===== src/rtl/armstrong_range_scanner_if.sv =====
// Scan request/response bundle for armstrong_range_scanner.
// master = requester/consumer side, slave = scanner side.
interface armstrong_range_scanner_if #(
    parameter int W     = 9,
    parameter int CNT_W = 4
);
    logic             start;
    logic [W-1:0]     range_lo;
    logic [W-1:0]     range_hi;
    logic             busy;
    logic             done;
    logic             found_valid;
    logic             found_ready;
    logic [W-1:0]     found_num;
    logic [CNT_W-1:0] found_count;

    modport master (
        output start, range_lo, range_hi, found_ready,
        input  busy, done, found_valid, found_num, found_count
    );

    modport slave (
        input  start, range_lo, range_hi, found_ready,
        output busy, done, found_valid, found_num, found_count
    );
endinterface


===== src/rtl/armstrong_range_scanner.sv =====
// Sweeps [range_lo, range_hi] and streams every number equal to the
// sum of the cubes of its three decimal digits.
module armstrong_range_scanner #(
    parameter int W     = 9,
    parameter int CNT_W = 4
) (
    input  logic                 clk,
    input  logic                 rst_n,
    armstrong_range_scanner_if.slave bus
);
    localparam int SUM_W = 12;

    typedef enum logic [2:0] {
        S_IDLE,
        S_LOAD,
        S_HUND,
        S_TENS,
        S_SUM,
        S_EMIT,
        S_NEXT,
        S_FIN
    } state_t;

    state_t           r_state;
    logic [W-1:0]     r_hi;
    logic [W-1:0]     r_cand;
    logic [W-1:0]     r_rem;
    logic [3:0]       r_h;
    logic [3:0]       r_t;
    logic [3:0]       r_u;
    logic [CNT_W-1:0] r_count;
    logic             r_busy;
    logic             r_done;
    logic             r_valid;
    logic [W-1:0]     r_num;
    logic [CNT_W-1:0] r_found_count;

    logic [SUM_W-1:0] w_sum;
    logic             w_match;

    function automatic logic [SUM_W-1:0] cube(input logic [3:0] d);
        logic [SUM_W-1:0] c;
        c = '0;
        unique case (d)
            4'd0:    c = 12'd0;
            4'd1:    c = 12'd1;
            4'd2:    c = 12'd8;
            4'd3:    c = 12'd27;
            4'd4:    c = 12'd64;
            4'd5:    c = 12'd125;
            4'd6:    c = 12'd216;
            4'd7:    c = 12'd343;
            4'd8:    c = 12'd512;
            4'd9:    c = 12'd729;
            default: c = 12'd0;
        endcase
        return c;
    endfunction

    // Candidate is zero-extended so a 12-bit sum never aliases onto it
    assign w_sum   = cube(r_h) + cube(r_t) + cube(r_u);
    assign w_match = (w_sum == {{(SUM_W - W){1'b0}}, r_cand});

    always_ff @(posedge clk or negedge rst_n) begin
        if (!rst_n) begin
            r_state       <= S_IDLE;
            r_hi          <= '0;
            r_cand        <= '0;
            r_rem         <= '0;
            r_h           <= '0;
            r_t           <= '0;
            r_u           <= '0;
            r_count       <= '0;
            r_busy        <= 1'b0;
            r_done        <= 1'b0;
            r_valid       <= 1'b0;
            r_num         <= '0;
            r_found_count <= '0;
        end else begin
            r_done <= 1'b0;
            unique case (r_state)
                S_IDLE: begin
                    if (bus.start) begin
                        r_hi    <= bus.range_hi;
                        r_cand  <= bus.range_lo;
                        r_count <= '0;
                        r_busy  <= 1'b1;
                        if (bus.range_lo > bus.range_hi) r_state <= S_FIN;
                        else                             r_state <= S_LOAD;
                    end
                end
                S_LOAD: begin
                    r_rem   <= r_cand;
                    r_h     <= '0;
                    r_t     <= '0;
                    r_state <= S_HUND;
                end
                S_HUND: begin
                    if (r_rem >= W'(100)) begin
                        r_rem <= r_rem - W'(100);
                        r_h   <= r_h + 4'd1;
                    end else begin
                        r_state <= S_TENS;
                    end
                end
                S_TENS: begin
                    if (r_rem >= W'(10)) begin
                        r_rem <= r_rem - W'(10);
                        r_t   <= r_t + 4'd1;
                    end else begin
                        r_u     <= r_rem[3:0];
                        r_state <= S_SUM;
                    end
                end
                S_SUM: begin
                    if (w_match) begin
                        r_num   <= r_cand;
                        r_valid <= 1'b1;
                        r_count <= r_count + CNT_W'(1);
                        r_state <= S_EMIT;
                    end else begin
                        r_state <= S_NEXT;
                    end
                end
                S_EMIT: begin
                    if (bus.found_ready) begin
                        r_valid <= 1'b0;
                        r_state <= S_NEXT;
                    end
                end
                S_NEXT: begin
                    // Stop on hi before incrementing so 511 never wraps
                    if (r_cand == r_hi) begin
                        r_state <= S_FIN;
                    end else begin
                        r_cand  <= r_cand + W'(1);
                        r_state <= S_LOAD;
                    end
                end
                S_FIN: begin
                    r_found_count <= r_count;
                    r_done        <= 1'b1;
                    r_busy        <= 1'b0;
                    r_state       <= S_IDLE;
                end
                default: r_state <= S_IDLE;
            endcase
        end
    end

    assign bus.busy        = r_busy;
    assign bus.done        = r_done;
    assign bus.found_valid = r_valid;
    assign bus.found_num   = r_num;
    assign bus.found_count = r_found_count;
endmodule


===== src/flat_wrapper.sv =====
// flat-port wrapper written by rule: the top's interface ports become plain ports
module armstrong_range_scanner_flat 
#(
    parameter int W     = 9,
    parameter int CNT_W = 4
)
  (clk, rst_n, bus_start, bus_range_lo, bus_range_hi, bus_found_ready, bus_busy, bus_done, bus_found_valid, bus_found_num, bus_found_count);
  armstrong_range_scanner_if #(.W(W), .CNT_W(CNT_W)) bus_i ();
  input  logic clk;
  input  logic rst_n;
  input wire logic [$bits(bus_i.start)-1:0] bus_start;
  input wire logic [$bits(bus_i.range_lo)-1:0] bus_range_lo;
  input wire logic [$bits(bus_i.range_hi)-1:0] bus_range_hi;
  input wire logic [$bits(bus_i.found_ready)-1:0] bus_found_ready;
  output wire logic [$bits(bus_i.busy)-1:0] bus_busy;
  output wire logic [$bits(bus_i.done)-1:0] bus_done;
  output wire logic [$bits(bus_i.found_valid)-1:0] bus_found_valid;
  output wire logic [$bits(bus_i.found_num)-1:0] bus_found_num;
  output wire logic [$bits(bus_i.found_count)-1:0] bus_found_count;
  assign bus_i.start = bus_start;
  assign bus_i.range_lo = bus_range_lo;
  assign bus_i.range_hi = bus_range_hi;
  assign bus_i.found_ready = bus_found_ready;
  assign bus_busy = bus_i.busy;
  assign bus_done = bus_i.done;
  assign bus_found_valid = bus_i.found_valid;
  assign bus_found_num = bus_i.found_num;
  assign bus_found_count = bus_i.found_count;
  armstrong_range_scanner #(.W(W), .CNT_W(CNT_W)) u_core (.clk(clk), .rst_n(rst_n), .bus(bus_i));
endmodule

===== config.mk =====
export PLATFORM = sky130hd
export DESIGN_NAME = armstrong_range_scanner_flat
export DESIGN_NICKNAME = d
export VERILOG_FILES = /design/src/rtl/armstrong_range_scanner_if.sv /design/src/rtl/armstrong_range_scanner.sv /design/src/flat_wrapper.sv
export SDC_FILE = /design/constraint.sdc
export NUM_CORES = 1
export LEC_CHECK = 0
export BUFFER_PORTS_ARGS = -buffer_cell sky130_fd_sc_hd__buf_2
export CAP_MARGIN = 0
export CORE_UTILIZATION = 35
export CTS_CLUSTER_DIAMETER = 30
export DETAILED_ROUTE_END_ITERATION = 12
export PLACE_DENSITY = 0.5
export RECOVER_POWER = 50
export SYNTH_ARGS = -nofsm -noshare
export SYNTH_HDL_FRONTEND = slang
export SYNTH_SLANG_ARGS = --single-unit

===== constraint.sdc =====
create_clock -name clk -period 3.9 [get_ports clk]
set_clock_uncertainty 0.1 [all_clocks]
set_input_delay 0.39 -clock clk [delete_from_list [all_inputs] [get_ports clk]]
set_output_delay 0.39 -clock clk [all_outputs]
set_load 0.005 [all_outputs]

# After elaboration in Yosys (flattened, before gate mapping)
# Memories as Yosys holds them, arrays and structs flattened.
# Cells that the tools add are included.
# W data, S select, Z words.
op_classes:
  addsub: 8
  multipliers: 0
  div: 0
  magnitude_cmp: 3
  n_eq_ne: 17
  n_shift: 0
  mux: 27
  n_bitwise: 1
  n_reduce_logical: 19
op_table:
  columns: ["op", "n"]
  rows:
  - ["$mux W9", 4]
  - ["$pmux W9 S3", 1]
  - ["$add A12 B12 Y12", 2]
  - ["$pmux W3 S8", 1]
  - ["$pmux W4 S2", 3]
  - ["$mux W3", 6]
  - ["$pmux W9 S2", 1]
  - ["$mux W4", 4]
  - ["$add A4 B1 Y4 const B", 3]
  - ["$eq A12 B9 Y1", 1]
  - ["$eq A3 B3 Y1 const B", 4]
  - ["$reduce_and A2 Y1", 6]
  - ["$reduce_and A3 Y1", 4]
  - ["$reduce_bool A2 Y1", 6]
  - ["$ne A2 B2 Y1 const B", 5]
  - ["$add A9 B1 Y9 const B", 1]
  - ["$eq A9 B9 Y1", 1]
  - ["$ge A9 B4 Y1 const B", 1]
  - ["$ge A9 B7 Y1 const B", 1]
  - ["$gt A9 B9 Y1", 1]
  - ["$sub A9 B4 Y9 const B", 1]
  - ["$sub A9 B7 Y9 const B", 1]
  - ["$eq A3 B2 Y1 const B", 2]
  - ["$ne A2 B1 Y1 const B", 3]
  - ["other kinds (8)", 12]
word_totals:
  regBits: 62
  latch_bits: 0
  mem_bits_rw: 0
  mem_bits_ro: 480
  inputBits: 22
  out_inout_bits: 16
  wordCells: 91
  n_memories: 3
memory_table:
  columns: ["memory", "depth", "word_bits", "rd", "rd_clocked_by_memory_dff", "write_ports", "line_no", "source"]
  rows:
  - ["(name not given)", 16, 10, 1, 0, 0, "armstrong_range_scanner.sv:44", "unique case (d)"]
  - ["(name not given)", 16, 10, 1, 0, 0, "armstrong_range_scanner.sv:44", null]
  - ["(name not given)", 16, 10, 1, 0, 0, "armstrong_range_scanner.sv:44", null]

# Longest topological paths before layout
# An unclocked memory read counts as a cell.
depth:
  word_depth: 6
  mapped_depth: 16
  mapped_depth_nobuf: 15

# Least setup slack after synthesis
# OpenSTA, ideal clock, no wires.
synth_path:
  path_type: "flip-flop to flip-flop"
  start: "register u_core.r_u[1]"
  end: "register u_core.r_num[0], in the netlist u_core.bus.found_num[0]"
  arrival_time_ns: 3.718
  t_required_ns: 3.675
  slack_ns: -0.043
  path_stages_with_launch: 15
  path_buffers: 1
  synth_period_minus_slack_ns: 3.943
  cell_sequence: "dfrtp_1 > inv_1 > ha_1 > nor3b_1 > o22ai_1 > fa_1 > inv_1 > ha_1 > or4_4 > o211ai_2 > mux2i_1 > nor4_4 > nand3_2 > buf_6 > mux2_4"
synth_via:
  elab_chain_cells: 4
synth_lines:
  columns: ["item", "line_no", "source"]
  rows:
  - ["from (decl)", "armstrong_range_scanner.sv:30", "logic [3:0] r_u;"]
  - ["from (signal assigned)", "armstrong_range_scanner.sv:111", "r_u <= r_rem[3:0];"]
  - ["$mem_v2 Z16 W10", null, null]
  - ["$add A12 B12 Y12", "armstrong_range_scanner.sv:61", "assign w_sum = cube(r_h) + cube(r_t) + cube(r_u);"]
  - ["$eq A12 B9 Y1", "armstrong_range_scanner.sv:62", "assign w_match = (w_sum == {{(SUM_W - W){1'b0}}, r_cand});"]
  - ["$reduce_and A2 Y1 (no line)", null, null]
  - ["to (signal assigned)", "armstrong_range_scanner.sv:117", "r_num <= r_cand;"]
  - ["to (decl)", "armstrong_range_scanner.sv:35", "logic [W-1:0] r_num;"]
# No other way between the ends.
# A chain may end at the register's enable or synchronous reset.

# Worst setup path after layout
layout_path:
  start: "register u_core.r_t[0]"
  end: "register u_core.r_num[1], in the netlist u_core.bus.found_num[1]"
layout_via:
  elab_chain_cells: 5
layout_lines:
  columns: ["item", "line_no", "source"]
  rows:
  - ["from (decl)", "armstrong_range_scanner.sv:29", "logic [3:0] r_t;"]
  - ["from (signal assigned)", "armstrong_range_scanner.sv:109", "r_t <= r_t + 4'd1;"]
  - ["$mem_v2 Z16 W10", null, null]
  - ["$add A12 B12 Y12 (2 in series)", "armstrong_range_scanner.sv:61", null]
  - ["$eq A12 B9 Y1", "armstrong_range_scanner.sv:62", null]
  - ["$reduce_and A2 Y1 (no line)", null, null]
# No other way between the ends.

==> results.tsv <==
stage	metric	value	unit
yosys	Synth area leader	dfrtp_1	
cells_and_area	footprint of the multi-input gates	3224	um^2
clock_tree	CTS H-Tree Depth	3	
yosys	EDFF count, synth	0	
global_route	initial antenna violation count	0	
drt	first-iteration detailed-routing DRC count	200	
die	total die area	14080	um^2
power	Seq pwr share	0.243	
drt	routed len/inst	16.19	um
drt	Routed Antenna Nets	0	
timing	FMAX	0.2505	GHz
cells_and_area	n_diodes	0	
drt	detailed-route via count	4137	
drt	Vias/cell	5.139	
die	I/O pin total	38	
yosys	Post-synth top flop	dfrtp_1	
clock_tree	TritonCTS clock tree	built	
cells_and_area	share of layout cells above drive strength 1	0.2750	
clock_tree	clk slew on worst S/H paths	0.06	ns
critical_path	Crit. Startpoint	u_core.r_t[0]	
cells_and_area	synthesis-to-layout area growth	29.16	%
power	Internal	2.837	mW
power	Comb pwr share	0.581	
yosys	Seq cells post-synth	62	
placement	dpl ws	-0.1133	ns
timing	slew at the pin closest to its max-slew limit	1.908	ns
die	core region area	13240	um^2
critical_path	Crit path arrival time	4.11	ns
critical_path	CP required	4.02	ns
placement	number of port buffers	37	
die	Initial Util	0.3596	
yosys	asr flop ratio synth	1.000	
clock_tree	# clock sinks	62	
critical_path	endpoint of the lowest-slack register-to-register path	u_core.bus.found_num[1]	
timing	crit share post-route	1.023	
timing	minimum clock period	3.991	ns
power	Power Density	830.9	nW/um^2
critical_path	Worst Setup End Kind	flip-flop	
global_route	gr ovfl total	0	
die	Rows	42	
status	status	complete, but fails checks	
die	die width	118.6	um
placement	Placer Congestion	0.8015	
yosys	ranking of synthesized cells by area	dfrtp_1, ha_1, o21ai_0	
placement	post-DP HPWL	9.462	mm
timing	relative slew slack	-0.2721	
global_route	first-pass GRT wire length	21.09	mm
yosys	register area share after synthesis	0.3258	
power	Pleak	2.923	nW
critical_path	crit path max fanout	5	
global_route	largest net degree at the start of global routing	36	
job	Max Cap Viol	1	
cells_and_area	Final Core Density	0.4645	
yosys	post-synthesis area per instance	8.706	um^2
yosys	Post-Synthesis Cells	547	
clock_tree	clock root buffer	clkbuf_16	
timing	Fin Hold WS	0.1995	ns
power	Clk pwr share	0.176	
timing	Final Max Slew Viols	32	
yosys	post-synthesis cell type count	58	
yosys	Post-Syn Area	4762	um^2
die	Die Ht	118.6	um
timing	Final Hold Fails	0	
drt	Routed WL	13.03	mm
critical_path	Setup CP Type	flip-flop to flip-flop	
critical_path	flop2flop setup slack	-0.09	ns
cells_and_area	nets@finish	699	
power	Sw Share	0.4449	
drt	DRC	0	
cells_and_area	Reg area	1551	um^2
power	VDD IR-drop max	290.2	uV
status	failing checks	capacitance limit, slew limit, setup timing	
yosys	Syn Nets	622	
min_path	type of the most critical hold path	input pin to flip-flop	
critical_path	reg2reg path depth	19	
yosys	top post-synthesis cells by count	dfrtp_1, nand2_1, inv_1, o21ai_0	
clock_tree	Max clock buf depth	2	
power	Switch Pwr	2.274	mW
clock_tree	cts bufs inserted	9	
critical_path	worst r2r src	u_core.r_t[0]	
timing	PnR worst setup slack	-0.09132	ns
drt	TritonRoute pass-1 iters	4	
timing	final setup fails	7	
yosys	Synth top area share	0.3258	
global_route	overall global routing resource usage	0.1937	
critical_path	Setup crit start kind	flip-flop	
cells_and_area	FILL cells	1342	
global_route	vias in the first global route	4074	
critical_path	Critical Path End	u_core.bus.found_num[1]	
yosys	most frequent cell after synthesis	dfrtp_1	
clock_tree	worst skew pair latency	0.34	ns
timing	RSZ-0062 raised after global routing	yes	
yosys	YS warnings	0	
## timing repair
action,4_1_cts,5_1_grt
setup buffers,8,8
gates cloned,1,0
setup endpoints to repair,13,14
hold buffers,0,0
gates resized for setup,29,45
pin swaps,1,18
## worst min path at each step
stage	from	to	slack, ns	cells after the start
floorplan	rst_n	u_core.bus.busy	-0.006	0
global placement	u_core.bus.busy	u_core.bus.busy	0.36	2
detailed placement	u_core.bus.busy	u_core.bus.busy	0.37	2
CTS	rst_n	u_core.r_t[2]	0.05	1
global route	bus_range_hi[0]	u_core.r_hi[0]	0.21	3
finish	bus_range_hi[0]	u_core.r_hi[0]	0.20	3
## power groups by stage
stage	Clock, mW	Sequential [mW]	Combinational [mW]
floorplan	0	1.06	1.87
global placement	0	1.23	2.51
detailed placement	0	1.23	2.52
CTS	0.927	1.23	2.67
global route	0.957	1.28	3.32
finish	0.900	1.24	2.97
## stage by stage
stage / cells / setup TNS, ns / total power [mW] / area, um^2
floorplan: 547 / 0 / 2.925 / 4767
global placement: 774 / -0.1416 / 3.742 / 5373
detailed placement: 774 / -1.231 / 3.752 / 5373
CTS: 799 / -0.2632 / 4.819 / 5888
global route: 805 / -1.904 / 5.559 / 6151
finish: 805 / -0.4242 / 5.111 / 6151
## flip-flops by register name, indices dropped and copies added, names as in the netlist, 9 cells and up
| name | count |
|---|---|
| u_core.r_rem | 9 |
| u_core.r_cand | 9 |
| u_core.r_hi | 9 |
| u_core.bus.found_num | 9 |
## cells by family (layout without fill, tap and decap cells)
| kind of cell | Yosys count | in the layout | synth area share |
|---|---|---|---|
| simple gates | 171 | 171 | 0.1747 |
| compound gates | 141 | 141 | 0.1795 |
| buf+inv | 73 | 155 | 0.05990 |
| flops | 62 | 62 | 0.3258 |
| fa+ha+maj | 53 | 53 | 0.1566 |
| xor+xnor | 25 | 25 | 0.04756 |
| mux | 22 | 22 | 0.05597 |
## critical path: stages, from the launching register on
cell and delay (ns):
dfrtp_1 0.41, buf_6 0.14, inv_1 0.06, ha_1 0.31, nand2_1 0.07, o21ai_2 0.06, a21oi_2 0.08, fa_1 0.56
inv_2 0.05, ha_4 0.27, buf_6 0.10, nand2_4 0.04, o211ai_1 0.25, o211ai_2 0.15, mux2i_2 0.19, nor4_4 0.32
nand3_2 0.13, buf_6 0.16, buf_16 0.13, mux2_4 0.29
## final cells by class
cell class | instances | area share
Tap cell | 176 | 0.03580
Multi-Input combinational cell | 412 | 0.5242
Clock inverter | 7 | 0.01729
Timing Repair Buffer | 91 | 0.1033
Inverter | 48 | 0.03051
Clock buffer | 9 | 0.03662
Sequential cell | 62 | 0.2522
## metal layers
metal / GRT usage / routed length (um)
met3: 0.03861 / 519
met1: 0.2599 / 6045
met5: 0 / 0
met2: 0.3114 / 6290
met4: 0.06329 / 177
## cells in the final DEF (no fill, tap or decap), types with 6 or more instances in the layout
master,instances
fa_1,9
dfrtp_1,62
nand2_1,50
nor3_1,22
a21oi_1,35
inv_1,43
ha_1,28
o21ai_0,45
xnor2_1,11
nor2_1,33
buf_2,35
a21oi_2,7
clkbuf_16,9
buf_4,44
nand3_1,15
nor2b_1,6
buf_6,8
mux2_4,8
ha_4,12
mux2i_1,8
xor2_1,11
o22ai_1,7
No activity file was read; power rests on OpenSTA's default activity.
